`config.mk`:
```
export PLATFORM = sky130hd
export DESIGN_NAME = systolic_skew_feeder
export DESIGN_NICKNAME = d
export VERILOG_FILES = /design/src/rtl/systolic_skew_feeder.sv
export SDC_FILE = /design/constraint.sdc
export NUM_CORES = 1
export LEC_CHECK = 0
export ABC_CLOCK_PERIOD_IN_PS = 27400
export CAP_MARGIN = 10
export CORE_MARGIN = 10
export CORE_UTILIZATION = 45
export CTS_CLUSTER_SIZE = 8
export DETAILED_ROUTE_END_ITERATION = 6
export PLACE_DENSITY = 0.61
export SLEW_MARGIN = 20
export SYNTH_ARGS = -nofsm -noshare
export SYNTH_HDL_FRONTEND = slang
export SYNTH_SLANG_ARGS = --single-unit
```
`constraint.sdc`:
```
create_clock -name clk -period 27.4 [get_ports clk]
set_input_delay 8.22 -clock clk [delete_from_list [all_inputs] [get_ports clk]]
set_output_delay 8.22 -clock clk [all_outputs]
set_load 0.02 [all_outputs]
```
`src/rtl/systolic_skew_feeder.sv`:
```
// Operand feeder for a ROW x COL systolic array: buffers K beats of A columns / B rows,
// then replays them onto the west/north edges with lane i delayed by i cycles.
module systolic_skew_feeder #(
    parameter int unsigned ROW = 8,
    parameter int unsigned COL = 8,
    parameter int unsigned ES  = 8,
    parameter int unsigned K   = 8
) (
    input  logic                clk,
    input  logic                rst_n,
    input  logic                start,
    input  logic [ROW*ES-1:0]   in_a,
    input  logic [COL*ES-1:0]   in_b,
    input  logic                in_vld,
    output logic                in_rdy,
    output logic [ROW*ES-1:0]   a_out,
    output logic [ROW-1:0]      a_out_vld,
    output logic [COL*ES-1:0]   b_out,
    output logic [COL-1:0]      b_out_vld,
    output logic                busy,
    output logic                done
);

    localparam int unsigned M  = (ROW > COL) ? ROW : COL;
    localparam int unsigned L  = K + M - 1;
    localparam int unsigned CW = $clog2(K + M);
    localparam int unsigned KW = (K > 1) ? $clog2(K) : 1;

    typedef enum logic [1:0] {IDLE, LOAD, STREAM, DONE} state_t;

    state_t            state;
    logic [CW-1:0]     ld_cnt;
    logic [CW-1:0]     t;

    logic [ROW*ES-1:0] buf_a [K];
    logic [COL*ES-1:0] buf_b [K];

    logic [ROW*ES-1:0] a_nxt;
    logic [ROW-1:0]    a_vld_nxt;
    logic [COL*ES-1:0] b_nxt;
    logic [COL-1:0]    b_vld_nxt;

    assign in_rdy = (state == LOAD);
    assign busy   = (state != IDLE);
    assign done   = (state == DONE);

    // Operand storage carries no reset; its contents only matter once fully loaded.
    always_ff @(posedge clk) begin
        if (state == LOAD && in_vld) begin
            buf_a[ld_cnt[KW-1:0]] <= in_a;
            buf_b[ld_cnt[KW-1:0]] <= in_b;
        end
    end

    always_comb begin
        int unsigned tt;
        tt        = 32'(t);
        a_nxt     = '0;
        a_vld_nxt = '0;
        b_nxt     = '0;
        b_vld_nxt = '0;
        if (state == STREAM) begin
            for (int unsigned r = 0; r < ROW; r++) begin
                if (tt >= r && tt <= r + K - 1) begin
                    a_nxt[r*ES +: ES] = buf_a[KW'(tt - r)][r*ES +: ES];
                    a_vld_nxt[r]      = 1'b1;
                end
            end
            for (int unsigned c = 0; c < COL; c++) begin
                if (tt >= c && tt <= c + K - 1) begin
                    b_nxt[c*ES +: ES] = buf_b[KW'(tt - c)][c*ES +: ES];
                    b_vld_nxt[c]      = 1'b1;
                end
            end
        end
    end

    always_ff @(posedge clk or negedge rst_n) begin
        if (!rst_n) begin
            state     <= IDLE;
            ld_cnt    <= '0;
            t         <= '0;
            a_out     <= '0;
            a_out_vld <= '0;
            b_out     <= '0;
            b_out_vld <= '0;
        end else begin
            a_out     <= a_nxt;
            a_out_vld <= a_vld_nxt;
            b_out     <= b_nxt;
            b_out_vld <= b_vld_nxt;
            case (state)
                IDLE: begin
                    if (start) begin
                        state  <= LOAD;
                        ld_cnt <= '0;
                    end
                end
                LOAD: begin
                    if (in_vld) begin
                        ld_cnt <= ld_cnt + CW'(1);
                        if (ld_cnt == CW'(K - 1)) begin
                            state <= STREAM;
                            t     <= '0;
                        end
                    end
                end
                STREAM: begin
                    if (t == CW'(L - 1)) begin
                        state <= DONE;
                    end else begin
                        t <= t + CW'(1);
                    end
                end
                DONE: begin
                    state <= IDLE;
                end
                default: begin
                    state <= IDLE;
                end
            endcase
        end
    end

endmodule

```
==> results.txt <==
Status: complete, no violations
Final Non-Filler Cells: 3790
Most common cell in the netlist: edfxtp_1
F_max: 0.0924 GHz
Core area: 95300 sq um
Area Overhead vs Synth: 20.8%
Proportion of layout cells with a drive suffix above 1: 20.1%
Post-Route Setup TNS: 0 ps
Crit path depth: 3
Startpoint Class: flop
Gate Count Post-Synth: 2007
Hold wc startpoint: state[1]$_DFFE_PN0P_
Synth Area per Inst: 21.6 sq um
Final hold vios: 0
Post-synthesis cell type count: 42
Die Span Y: 330 um
Mapped cell area: 43300 sq um
Skew final: 20.1 ps
Crit-path max FO: 14
Post-Place Cells: 3489
DP Wirelength: 55700 um
Num CTS Buffers: 164
PnR worst setup slack: 16580 ps
Multi-input logic area: 8330 sq um
Overflow after GRT: 0
Place WS: 15940 ps
Synthesized flop and latch total: 1170
Chip Width: 330 um
DR WL/cell: 25.5 um
Hold crit path type: reg2reg
CTS tree: yes
Crit end category: output port
Post-synth ARST share: 12.5%
FF+latch area: 34400 sq um
Fin crit share: 39.5%
Max-cap violations: 0
Finish-stage setup viols: 0
Crit. Startpoint: state[1]$_DFFE_PN0P_
# IOs: 279
Power Total: 0.00513 W
Synth top area cells: edfxtp_1 (71%), mux4_2 (13%), dfrtp_1 (8.4%), nand2_1 (1.8%), a21oi_1 (1.2%)
Largest net degree at the start of global routing: 96
GPL Wtd Cong: 0.732
CP max-delay cell: clkdlybuf4s50_1
Overall global routing resource usage: 17.8%
Number of flops mapped to enable cells by yosys: 1024
Cell area power density: 98.0 nW/um^2
Register area share after synthesis: 79.4%
Buffers from clock root to sink, at most: 3
RSZ-0062 raised after global routing: no
Drt drc: 0
Wirelength, routed: 96700 um
Slew HR: 28.5%
CP Buf/Inv Count: 2
Initial drt markers: 1704
Pins over their slew limit: 0
Via Count: 20500
Most used flip-flop cell after synthesis: edfxtp_1
Detail Route Antenna Nets: 0
Worst reg2reg startpoint: t[0]$_DFFE_PN0P_
Minimum clock period: 10820 ps
CTS clk-pin slew, worst paths: 50 ps
IO buf count: 278
Pleak: 17.6 nW
Antenna violations before repair: 19
Vias in the first global route: 22300
Register-to-Register Path Depth: 7
Worst-case vdd ir drop: 0.0825 mV
Worst slew pin tran: 1070 ps
CTS Sinks: 1170
Mapped Nets: 2156
First-pass GRT wire length: 144000 um
Final nets: 2539
CP arrival: 2600 ps
Fill cells: 7197
First-pass DRT Iterations: 5
Cts hold-fix bufs: 0
Row cnt: 113
CP required: 19180 ps
Post-synth top cells: edfxtp_1 (1024), mux4_2 (256), nand2_1 (211), dfrtp_1 (146), a21oi_1 (100)
Setup repair bufs after CTS: 0
Die area: 109000 sq um
Post-CTS sizing: 0
Delay-heaviest family, CP: buffers and inverters
Initial core utilization: 45.5%
Critical Path Max Stage Delay: 860 ps
Synth top area share: 71.0%
Vias per cell: 5.41
Clock H-tree levels: 4
Critical Path, Cell by Cell: inv_1 -> ha_1 -> clkdlybuf4s50_1
CTS root buf: clkbuf_16
Clk Latency, worst-skew pair: 740 ps
CP Class: reg2out
Leading area contributor after synthesis: edfxtp_1
Synth Warn #: 0
Worst Hold Depth: 1
[logic make-up (layout without fill, tap and decap cells)]
group           count (synthesis)  after routing  share of synthesized area, %
flops                        1170           1170                          79.4
mux                           291            291                          14.1
simple gates                  279            279                          2.60
compound gates                124            124                          1.65
buf+inv                       122            636                          1.67
fa+ha+maj                      17             17                         0.491
xor+xnor                        4              4                        0.0809
other cells                     0              4                             0
[state kept, by name (all words and copies together), names as in the netlist]
| register | flops |
|---|---|
| buf_b | 512 |
| ld_cnt | 4 |
| b_out_vld | 8 |
| b_out | 64 |
| state | 2 |
| buf_a | 512 |
| a_out | 64 |
| t | 4 |
[cell usage in the layout (no fill, tap or decap), types with 3 or more instances in the layout]
master              n
a21oi_1           100
a22o_1              5
buf_4              40
clkbuf_1          117
clkbuf_16         169
clkdlybuf4s50_1   277
clkinv_8            6
dfrtp_1           143
diode_2             4
edfxtp_1         1024
ha_1               15
inv_1              15
inv_2               3
inv_6               3
mux2i_1            34
mux4_2            256
nand2_1           211
nand2b_1            7
nand3_1             4
nor2_1             37
nor2_4              4
nor3_2              4
o21ai_0             6
[worst register-to-register path: stages, from the launching register on]
cell and delay, ps:
dfrtp_4 1050, inv_2 210, ha_4 610, buf_4 870, buf_4 730, mux4_2 390
nand2_1 50, a21oi_1 360
[where the power goes]
part | total (W) | switching, W | internal, W | leakage, nW
logic | 0.00114 | 0.000622 | 0.000522 | 4.06
registers | 0.00213 | 0.0000668 | 0.00207 | 11.2
clock network | 0.00185 | 0.000709 | 0.00115 | 2.29
[path summary, 6_finish.rpt]
kind                                   endpoint  slack, ps
min in group asynchronous    b_out[4]$_DFF_PN0_       7450
min reg2reg                state[1]$_DFFE_PN0P_        610
max reg2reg                 a_out[57]$_DFF_PN0_      22980
max in group asynchronous   a_out[12]$_DFF_PN0_      18810
min                        state[1]$_DFFE_PN0P_        610
max                                      in_rdy      16580
[per-layer routing]
metal  GRT usage, %  share of wire [%]  up-vias
li1               -                  -     8860
met1           23.4                 41    10800
met2           28.8                 49      650
met3           5.12                7.5      168
met4           5.61                2.1       24
met5              0               0.16        -
[cell type report]
class	count	area share [%]
antenna	4	0.0191
timing repair buffer	320	5.95
clock buffer	287	8.95
sequential	1170	65.8
multi-input combinational	715	15.9
tap	1265	3.02
clock inverter	10	0.246
inverter	19	0.136
[through the flow]
step                      cell area, sq um  hold WS [ps]  utilization (%)
after global placement               47500           543             49.8
final                                52300           607             54.9
after global routing                 52300           623             54.9
after CTS                            52300           611             54.9
after floorplan                      43300           533                -
after detailed placement             47500           561             49.8
(Power assumes the default switching activity.)
